File: src/rtl/cpu_pkg.sv
// Shared definitions for the CPU datapath: default widths, bus source
// and ALU operation encodings used by the control unit and the datapath.
package cpu_pkg;

  localparam int DATA_W_DEF = 8;
  localparam int ADDR_W_DEF = 8;

  typedef enum logic [2:0] {
    BUS_NONE = 3'd0,
    BUS_AR   = 3'd1,
    BUS_PC   = 3'd2,
    BUS_DR   = 3'd3,
    BUS_AC   = 3'd4,
    BUS_IR   = 3'd5,
    BUS_TR   = 3'd6,
    BUS_MEM  = 3'd7
  } bus_sel_t;

  typedef enum logic [2:0] {
    ALU_ADD = 3'd0,
    ALU_SUB = 3'd1,
    ALU_AND = 3'd2,
    ALU_OR  = 3'd3,
    ALU_XOR = 3'd4,
    ALU_STA = 3'd5,
    ALU_NOT = 3'd6,
    ALU_LDD = 3'd7
  } alu_op_t;

endpackage

File: src/rtl/dp_alu.sv
// Combinational ALU of the CPU datapath: AC/DR operands, mode select,
// result plus carry (SUB carry is the inverted borrow).
module dp_alu
  import cpu_pkg::*;
#(
  parameter int DATA_W = DATA_W_DEF
) (
  input  logic [DATA_W-1:0] ac,
  input  logic [DATA_W-1:0] dr,
  input  logic [2:0]        mode,
  output logic [DATA_W-1:0] result,
  output logic              carry
);

  logic [DATA_W:0] sum;

  always_comb begin
    sum    = '0;
    result = '0;
    carry  = 1'b0;
    case (alu_op_t'(mode))
      ALU_ADD: begin
        sum    = {1'b0, ac} + {1'b0, dr};
        result = sum[DATA_W-1:0];
        carry  = sum[DATA_W];
      end
      // Two's-complement subtract so the top bit reads as "no borrow".
      ALU_SUB: begin
        sum    = {1'b0, ac} + {1'b0, ~dr} + (DATA_W+1)'(1);
        result = sum[DATA_W-1:0];
        carry  = sum[DATA_W];
      end
      ALU_AND: result = ac & dr;
      ALU_OR:  result = ac | dr;
      ALU_XOR: result = ac ^ dr;
      ALU_STA: result = ac;
      ALU_NOT: result = ~ac;
      default: result = dr;
    endcase
  end

endmodule

File: src/rtl/cpu_datapath.sv
// Register-transfer datapath (AR, PC, DR, AC, IR, TR, common bus, ALU, memory port).
// Optional macro DP_FLAGS_EN adds registered carry/zero flags beside alu_r.
module cpu_datapath
  import cpu_pkg::*;
#(
  parameter int DATA_W = DATA_W_DEF,
  parameter int ADDR_W = ADDR_W_DEF
) (
  input  logic              clock,
  input  logic              reset,
  input  logic              load_AR,
  input  logic              load_PC,
  input  logic              load_DR,
  input  logic              load_AC,
  input  logic              load_IR,
  input  logic              load_TR,
  input  logic              clear_AR,
  input  logic              clear_PC,
  input  logic              clear_DR,
  input  logic              clear_AC,
  input  logic              clear_TR,
  input  logic              inc_AR,
  input  logic              inc_PC,
  input  logic              inc_DR,
  input  logic              inc_AC,
  input  logic              inc_TR,
  input  logic              memory_read,
  input  logic              memory_write,
  input  logic [2:0]        bus_selectors,
  input  logic              alu_enable,
  input  logic [2:0]        alu_mode,
  input  logic [DATA_W-1:0] mem_rdata,
  output logic [ADDR_W-1:0] mem_addr,
  output logic [DATA_W-1:0] mem_wdata,
  output logic              mem_we,
  output logic [DATA_W-1:0] IR_out,
  output logic [DATA_W-1:0] AC_out,
  output logic [ADDR_W-1:0] PC_out,
  output logic              flag_c,
  output logic              flag_z
);

  logic [ADDR_W-1:0] ar, pc;
  logic [DATA_W-1:0] dr, ac, ir, tr, alu_r;
  logic [DATA_W-1:0] bus;
  logic [DATA_W-1:0] alu_result;
  logic              alu_carry;

  always_comb begin
    bus = '0;
    case (bus_sel_t'(bus_selectors))
      BUS_NONE: bus = '0;
      BUS_AR:   bus = DATA_W'(ar);
      BUS_PC:   bus = DATA_W'(pc);
      BUS_DR:   bus = dr;
      BUS_AC:   bus = ac;
      BUS_IR:   bus = ir;
      BUS_TR:   bus = tr;
      default:  bus = memory_read ? mem_rdata : '0;
    endcase
  end

  dp_alu #(.DATA_W(DATA_W)) u_alu (
    .ac     (ac),
    .dr     (dr),
    .mode   (alu_mode),
    .result (alu_result),
    .carry  (alu_carry)
  );

  // Each register: clear beats load beats inc; all read the pre-edge bus.
  always_ff @(posedge clock or posedge reset) begin
    if (reset) begin
      ar    <= '0;
      pc    <= '0;
      dr    <= '0;
      ac    <= '0;
      ir    <= '0;
      tr    <= '0;
      alu_r <= '0;
    end else begin
      if (clear_AR)     ar <= '0;
      else if (load_AR) ar <= bus[ADDR_W-1:0];
      else if (inc_AR)  ar <= ar + ADDR_W'(1);

      if (clear_PC)     pc <= '0;
      else if (load_PC) pc <= bus[ADDR_W-1:0];
      else if (inc_PC)  pc <= pc + ADDR_W'(1);

      if (clear_DR)     dr <= '0;
      else if (load_DR) dr <= bus;
      else if (inc_DR)  dr <= dr + DATA_W'(1);

      if (clear_AC)     ac <= '0;
      else if (load_AC) ac <= alu_r;
      else if (inc_AC)  ac <= ac + DATA_W'(1);

      if (load_IR)      ir <= bus;

      if (clear_TR)     tr <= '0;
      else if (load_TR) tr <= bus;
      else if (inc_TR)  tr <= tr + DATA_W'(1);

      if (alu_enable)   alu_r <= alu_result;
    end
  end

`ifdef DP_FLAGS_EN
  logic flag_c_r, flag_z_r;

  // Carry is only meaningful for ADD/SUB, so other ops leave it untouched.
  always_ff @(posedge clock or posedge reset) begin
    if (reset) begin
      flag_c_r <= 1'b0;
      flag_z_r <= 1'b0;
    end else if (alu_enable) begin
      flag_z_r <= (alu_result == '0);
      if (alu_mode == ALU_ADD || alu_mode == ALU_SUB)
        flag_c_r <= alu_carry;
    end
  end

  assign flag_c = flag_c_r;
  assign flag_z = flag_z_r;
`else
  logic unused_carry;
  assign unused_carry = alu_carry;
  assign flag_c = 1'b0;
  assign flag_z = 1'b0;
`endif

  assign mem_addr  = ar;
  assign mem_wdata = bus;
  assign mem_we    = memory_write;
  assign IR_out    = ir;
  assign AC_out    = ac;
  assign PC_out    = pc;

endmodule
File: config.mk
export PLATFORM = sky130hd
export DESIGN_NAME = cpu_datapath
export DESIGN_NICKNAME = d
export VERILOG_FILES = /design/src/rtl/cpu_pkg.sv /design/src/rtl/dp_alu.sv /design/src/rtl/cpu_datapath.sv
export SDC_FILE = /design/constraint.sdc
export NUM_CORES = 1
export LEC_CHECK = 0
export BUFFER_PORTS_ARGS = -buffer_cell sky130_fd_sc_hd__clkbuf_2
export CAP_MARGIN = 20
export CORE_MARGIN = 2
export CORE_UTILIZATION = 42
export DETAILED_ROUTE_END_ITERATION = 6
export PLACE_DENSITY = 0.59
export SLEW_MARGIN = 5
export SYNTH_ARGS = -nofsm -noshare
export SYNTH_HDL_FRONTEND = slang
export SYNTH_SLANG_ARGS = --single-unit
export TNS_END_PERCENT = 30
File: constraint.sdc
create_clock -name clock -period 3.56 [get_ports clock]
set_input_delay 0.178 -clock clock [delete_from_list [all_inputs] [get_ports clock]]
set_output_delay 0.178 -clock clock [all_outputs]
set_load 0.005 [all_outputs]
# ---- After elaboration in Yosys (flattened, before gate mapping)
# Cells that the tools add are included.
dict set report classes {
  add_sub_neg 8
  n_reduce_logical 7
  muxes 18
  eq_ne 12
  bitwise_logic 5
}
# cell n
set op_table {}
lappend op_table {{8-bit 2-to-1 mux} 16}
lappend op_table {{8-bit case mux with 7 select lines} 2}
lappend op_table {{8-bit by 1-bit adder with 8-bit output, second input constant} 6}
lappend op_table {{3-bit == test, second input constant} 6}
lappend op_table {{8-bit adder} 2}
lappend op_table {{8-bit NOT} 2}
lappend op_table {{3-bit nonzero test} 5}
lappend op_table {{3-bit by 2-bit == test with 1-bit output, second input constant} 4}
lappend op_table {{8-bit bitwise AND} 1}
lappend op_table {{8-bit bitwise OR} 1}
lappend op_table {{8-bit bitwise XOR} 1}
lappend op_table {{3-bit by 1-bit == test with 1-bit output, second input constant} 2}
lappend op_table {{3-bit zero test} 2}
dict set report totals {
  out_inout_bits 43
  ff_bits 56
  input_bits 35
  word_cells 57
}

# ---- Depth between registers and ports, before layout
# Gate-level depths: netlist of run 1.
dict set report depth {
  word_depth 4
  ltp_mapped 8
  depth_no_buf 8
}

# ---- Hierarchy
# A second synthesis of run 1 with hierarchy kept.
dict set report unflattened {
  hier_cells 560
  hier_area_um2 4818.4
}
# module area_per_inst_um2 n_inst cells_each
set modules_own_cells {}
lappend modules_own_cells {cpu_datapath 3395.8 1 357}
lappend modules_own_cells {dp_alu 1422.6 1 203}

# ---- Worst setup path before layout of run 1
# No wires, ideal clock.
dict set report synth_timing {
  path_type {register to register}
  start {reg ac[1], in the netlist AC_out[1]}
  end {reg alu_r[5]}
  setup_slack_ps 1444
  synth_period_minus_slack_ps 2116
  stages_incl_launch_ff 8
  arrival_ps 2012
  cell_sequence {dfrtp_1 > inv_1 > ha_1 > nand3_1 > a211oi_1 > nor3_1 > or3b_1 > a221oi_1}
}
dict set report synth_via {
  elab_chain_cells 3
  elab_cells_between_ends 4
}
# element line_no
set synth_rtl {}
lappend synth_rtl {{from (decl)} cpu_datapath.sv:44} ;# logic [DATA_W-1:0] dr, ac, ir, tr, alu_r;
lappend synth_rtl {{from (signal assigned)} cpu_datapath.sv:95} ;# else if (load_AC) ac <= alu_r;
lappend synth_rtl {{from (signal assigned)} cpu_datapath.sv:96} ;# else if (inc_AC) ac <= ac + DATA_W'(1);
lappend synth_rtl {{8-bit adder} dp_alu.sv:29} ;# sum = {1'b0, ac} + {1'b0, ~dr} + (DATA_W+1)'(1);
lappend synth_rtl {{8-bit by 1-bit adder with 8-bit output} dp_alu.sv:29}
lappend synth_rtl {{8-bit case mux with 7 select lines (*)} dp_alu.sv:21} ;# case (alu_op_t'(mode))
lappend synth_rtl {{to (signal assigned)} cpu_datapath.sv:104} ;# if (alu_enable) alu_r <= alu_result;
lappend synth_rtl {{to (decl)} cpu_datapath.sv:44}
# Every way passes the cells marked *; elsewhere a longest branch is shown, timed or not.
# A chain may end at the register's enable or synchronous reset.

# ---- Worst setup path after layout of run 1
dict set report layout_timing {
  start {reg ac[2], in the netlist AC_out[2]}
  end {reg alu_r[5]}
}
# The elaborated chain is that of the path after synthesis.

==> results by group, run 1 <==
Status
  – Outcome: finished, final reports clean

Placement
  – Pre-CTS WS: 1080 ps
  – Post-Place Cell Area: 5020 µm²
  – Buffers on Ports: 73
  – Post-DP HPWL: 10.5 mm
  – Gpl congestion: 0.907
  – Placed Instances: 721

Worst hold path
  – Hold Path Class: in2reg
  – Min-delay src: clear_AR

Power and ir drop
  – Power Total: 1.70 mW
  – P_leak: 2.27 nW
  – Cell Pwr Density: 333 nW/µm²
  – Peak supply drop: 0.000171 V

Setup path
  – CP delay by family, top: simple AND/OR/NAND/NOR gates
  – WP data required: 3790 ps
  – CP Max Fanout: 11
  – Crit path launch: AC_out[2]
  – CP Launch Type: flop
  – Slowest-stage cell, CP: dfrtp_1
  – Worst path buffer plus inverter count: 1
  – Critical path class: reg2reg
  – CP endpoint kind: flop
  – CP arrival: 2720 ps
  – CP max stage delay: 570 ps
  – Worst r2r src: AC_out[2]
  – Critical-path cell list: inv_1 -> ha_1 -> nand3_1 -> a211oi_1 -> nor3_1 -> or3b_1 -> a221oi_1

Timing
  – Max Clock Freq: 401 MHz
  – Final worst slack: 1070 ps
  – Slew margin rel.: 44.5%
  – Setup TNS: 0 ps
  – Crit share post-route: 70.0%
  – Final clock skew: 10.3 ps
  – Fin. Hold Viols: 0
  – Hold slack: 130 ps
  – Count of final setup violators: 0
  – Final min period: 2490 ps
  – RSZ-0062 raised after global routing: false
  – Worst slew pin tran: 833 ps
  – Final slew viol count: 0

Final layout
  – Finished Layout Cells: 729
  – Nets: 654
  – Post-route cell area: 5110 µm²
  – Layout cell share with drive strength beyond 1: 18.0%
  – Fill cell count: 1062
  – Synth-to-Final Area Change: 9.84%
  – Util after Layout: 47.2%
  – # diodes: 0

Clock network
  – Worst skew pair latency: 320 ps
  – Setup repair bufs after CTS: 0
  – CTS tree: built
  – CTS H-tree depth: 2
  – Max clock buf depth: 2
  – CTS Hold Bufs: 1
  – TritonCTS buffer count: 5
  – Post-cts sizing count: 0
  – Clock Sinks: 56
  – Root Driver: clkbuf_8
  – Worst-path clk slew: 110 ps

Die
  – Die width: 109 µm
  – Rows: 38
  – I/O pins: 78
  – Die Y: 109 µm
  – Core area: 10800 µm²
  – Die ar.: 11900 µm²
  – Initial Util: 42.9%

Drt
  – Antenna-violating nets left: 0
  – Total wire length: 13.9 mm
  – Initial drt markers: 293
  – Vias post-DR: 4259
  – 1st-pass router iterations: 5
  – Routed length per placed instance: 19.1 µm
  – DRC Markers: 0
  – Vias per std cell: 5.84

Logic synthesis
  – Simple-gate share of the synthesized area: 18.0%
  – Adder-cell share of the synthesized area: 8.39%
  – Combinational family with the most area after synthesis: compound AO/OA/AOI/OAI gates
  – Count leader, synth: nor2_1
  – Synth area leaders: dfrtp_1, ha_1, a211oi_1, nor2_1, xnor2_1
  – Compound-Gate Fraction of Synth Area: 24.1%
  – Asr flop ratio synth: 100%
  – Synth Warn #: 0
  – Library cells used by synthesis: 59
  – Part of the Yosys area used for sequential elements: 30.1%
  – Avg Inst Size Synth: 8.49 µm²
  – Top FF cell, synth: dfrtp_1
  – Synth top cells by count: nor2_1, dfrtp_1, a211oi_1, inv_1
  – Post-synthesis mux area share: 5.08%
  – Post-synth EDFFs: 0
  – Top cell type's share of synthesized area: 30.1%
  – Area leader, netlist: dfrtp_1
  – Post-synthesis instance total: 548
  – Post-synthesis xor/xnor area fraction: 7.34%
  – Mapped Area: 4650 µm²
  – Yosys reg bits: 56

GRT
  – Largest net degree at the start of global routing: 36
  – GRT Resource Usage Total: 24.6%
  – Overflow after GRT: 0
  – First-pass GRT wire length: 22.5 mm
  – Vias in the first global route: 4214
  – Initial antenna violation count: 0

Job
  – Max-cap violations: 0
[registers in the layout, indices dropped and copies added (netlist names)]
register and cells:
tr 8, AC_out 8, IR_out 8, PC_out 8, mem_addr 8, alu_r 8, dr 8
[path summary, 6_finish.rpt]
kind	end	slack (ps)	cells past startpoint
max	alu_r[5]	1070	7
min	mem_addr[7]	130	2
max reg2reg	alu_r[5]	1070	7
min reg2reg	alu_r[0]	530	1
max in group asynchronous	dr[5]	2240	4
min in group asynchronous	tr[4]	490	3
[kinds of logic after synthesis]
group | count (synthesis)
DFF | 56
buffers and inverters | 77
adders and majority gates | 30
xor gates and xnor gates | 39
and+or+nand+nor | 175
muxes | 21
AOI/OAI and AO/OA | 149
other | 1
[metal layers]
metal	global-route usage [%]	part of all wire [%]	routed length, µm	vias up
li1	-	-	-	2051
met1	33.1	45	6250	2048
met2	39.8	47	6510	132
met3	4.18	5.4	749	28
met4	8.77	3.0	420	0
met5	0	0	0	-
[area by class of cell]
class / instances / area (µm²) / area share [%]
Clock buffer: 6 / 72.6 / 1.42
Clock inverter: 1 / 8.76 / 0.171
Inverter: 34 / 128 / 2.50
Multi-Input combinational cell: 416 / 2940 / 57.4
Sequential cell: 56 / 1400 / 27.4
Tap cell: 140 / 175 / 3.43
Timing Repair Buffer: 76 / 390 / 7.64
[report_power, final]
group          internal, mW  switching (mW)
registers             0.698          0.0989
logic                 0.225           0.315
clock network         0.139           0.228
[placed cells by master (no fill, tap or decap), types with 7 or more instances in the layout]
| master | count |
|---|---|
| a211oi_1 | 46 |
| a21oi_1 | 22 |
| a22oi_1 | 11 |
| clkbuf_2 | 73 |
| dfrtp_1 | 56 |
| ha_1 | 28 |
| inv_1 | 33 |
| mux2_2 | 11 |
| mux2i_1 | 9 |
| nand2_1 | 28 |
| nand3_1 | 10 |
| nand4_1 | 16 |
| nor2_1 | 75 |
| nor2b_1 | 16 |
| nor3_1 | 8 |
| o21ai_0 | 15 |
| o22ai_1 | 7 |
| xnor2_1 | 25 |
| xor2_1 | 14 |
(Power assumes the default switching activity.)
==> run 2, diff against run 1 <==
Clock period 3.56 ns to 2.48 ns, I/O delays scaled along.
==> run 2 against run 1 <==
Net effect:
- the flow now finishes with violations (hold timing)
- first-iteration DRC count is 5.1% lower
- non-clock buffer count rose by 24
- maximum frequency up 7.9%
- largest cell class unchanged
- hold slack worse by 150 ps
==> results by group, run 2 (same netlist as run 1, synthesis figures left out) <==
Status
  – Outcome: finished with violations
  – Failing checks: hold timing

Clock network
  – Worst skew pair latency: 320 ps (about the same)
  – Post-cts sizing count: 0 (unchanged)
  – TritonCTS buffer count: 5 (unchanged)
  – Setup repair bufs after CTS: 0 (unchanged)
  – CTS tree: built
  – Worst-path clk slew: 120 ps (about the same)
  – Root Driver: clkbuf_8
  – Max clock buf depth: 2 (unchanged)
  – CTS H-tree depth: 2 (unchanged)
  – Clock Sinks: 56 (unchanged)
  – CTS Hold Bufs: 0 (-1)

Drt
  – 1st-pass router iterations: 5 (unchanged)
  – Vias per std cell: 5.85 (+0.11%)
  – Total wire length: 14.3 mm (+2.9%)
  – Vias post-DR: 4410 (+3.5%)
  – Routed length per placed instance: 19.0 µm (-0.55%)
  – Antenna-violating nets left: 0 (unchanged)
  – Initial drt markers: 278 (-5.1%)
  – DRC Markers: 0 (unchanged)

Timing
  – Fin. Hold Viols: 22 (+22)
  – RSZ-0062 raised after global routing: false
  – Max Clock Freq: 433 MHz (+7.9%)
  – Slew margin rel.: 50.2% (+5.7 points)
  – Final min period: 2310 ps (-183 ps)
  – Worst slew pin tran: 747 ps (-85.5 ps)
  – Count of final setup violators: 0 (unchanged)
  – Final slew viol count: 0 (unchanged)
  – Hold slack: -17.9 ps (-148 ps)
  – Setup TNS: 0 ps (unchanged)
  – Crit share post-route: 93.1% (+23 points)
  – Final clock skew: 9.14 ps (-1.21 ps)

Power and ir drop
  – Clock network fraction of design power: 24.5% (+3.0 points)
  – P_leak: 2.40 nW (+5.7%)
  – Internal cell power: 1.67 mW (+58%)
  – Power Total: 2.63 mW (+54%)
  – Sw frac: 36.2% (-1.4 points)
  – Combinational Power Share: 32.9% (+1.2 points)
  – Peak supply drop: 0.000302 V (+77%)
  – Cell Pwr Density: 494 nW/µm² (+48%)
  – Switching power: 0.952 mW (+48%)
  – Sequential Power Share: 42.5% (-4.3 points)

Setup path
  – R2r setup slk: 170 ps (-900 ps)
  – WP data required: 2680 ps (-1110 ps)
  – Critical path class: reg2reg
  – CP arrival: 2510 ps (-210 ps)
  – Crit path launch: dr[0]
  – Worst r2r src: dr[0]
  – CP Launch Type: flop
  – CP endpoint kind: flop
  – RR Endpoint: alu_r[4]
  – R2r worst-path depth: 7 (unchanged)
  – CP Max Fanout: 7 (-4)

GRT
  – Initial antenna violation count: 0 (unchanged)
  – Overflow after GRT: 0 (unchanged)
  – First-pass GRT wire length: 22.7 mm (+0.52%)
  – Largest net degree at the start of global routing: 57 (+58%)
  – Vias in the first global route: 4194 (-0.47%)
  – GRT Resource Usage Total: 24.8% (+0.19 points)

Die
  – I/O pins: 78 (unchanged)
  – Die Y: 109 µm (unchanged)
  – Rows: 38 (unchanged)
  – Die ar.: 11900 µm² (unchanged)
  – Core area: 10800 µm² (unchanged)
  – Initial Util: 42.9% (unchanged)
  – Die width: 109 µm (unchanged)

Final layout
  – # diodes: 0 (unchanged)
  – Util after Layout: 49.1% (+1.9 points)
  – Layout cell share with drive strength beyond 1: 21.7% (+3.7 points)
  – Fill cell count: 1046 (-1.5%)
  – Post-route cell area: 5320 µm² (+4.1%)
  – Commonest non-fill, non-tap cell in the layout: nor2_1
  – Most frequent cells in the layout: nor2_1, clkbuf_2, dfrtp_1, a211oi_1, inv_1
  – Nets: 678 (+3.7%)
  – Synth-to-Final Area Change: 14.3%

Job
  – Max-cap violations: 0 (unchanged)

Placement
  – Post-Place Cell Area: 5210 µm² (+3.7%)
  – Post-DP HPWL: 10.9 mm (+3.8%)
  – Gpl congestion: 0.944 (+4.0%)
  – Buffers on Ports: 73 (unchanged)

Worst hold path
  – Hold Path Class: in2async
run 2: cell count changes in the layout (fill, tap and decap cells not counted):
cell	previous run	this run
buf_4	2	27
dlygate4sd3_1	1	0
dfrtp_2	0	1
bufinv_16	0	1
dfrtp_1	56	55
run 2: through the flow:
step	cells	setup slack (ps)
finish	754	171
global route	754	91.3
CTS	754	169
detailed placement	746	194
global placement	746	209
floorplan	549	364
run 2: how the worst max path moves through the flow:
stage | end
after floorplan | alu_r[5]
after global placement | alu_r[6]
after detailed placement | alu_r[6]
after CTS | alu_r[6]
after global routing | alu_r[5]
final | alu_r[4]
run 2: layout make-up:
cell class | count | area (µm²) | area share, %
Multi-Input combinational cell | 416 | 2940 | 55.2
Sequential cell | 56 | 1400 | 26.4
Timing Repair Buffer | 100 | 568 | 10.7
Tap cell | 140 | 175 | 3.29
Inverter | 34 | 128 | 2.40
Clock buffer | 6 | 72.6 | 1.36
Clock inverter | 2 | 38.8 | 0.729
run 2: routing by layer:
layer | vias up | GRT usage, % | part of all wire, %
met2 | 170 | 40.3 | 47
met3 | 22 | 2.87 | 5.9
met1 | 2105 | 34.5 | 45
met5 | - | 0 | 0
li1 | 2113 | - | -
met4 | 0 | 7.87 | 2.7
run 2: critical path, stage by stage (launching register included):
cell and delay (ps):
dfrtp_1 490, ha_1 280, fa_1 400, a21oi_1 170
o21bai_1 140, and2_1 190, a221oi_1 390, o22ai_1 140
run 2: power by group through the flow:
| stage | sequential, mW | combinational [mW] | clock, mW |
|---|---|---|---|
| floorplan | 1.11 | 0.552 | 0 |
| global placement | 1.13 | 0.847 | 0 |
| detailed placement | 1.14 | 0.856 | 0 |
| CTS | 1.12 | 0.861 | 0.655 |
| global route | 1.13 | 0.955 | 0.701 |
| finish | 1.12 | 0.865 | 0.645 |
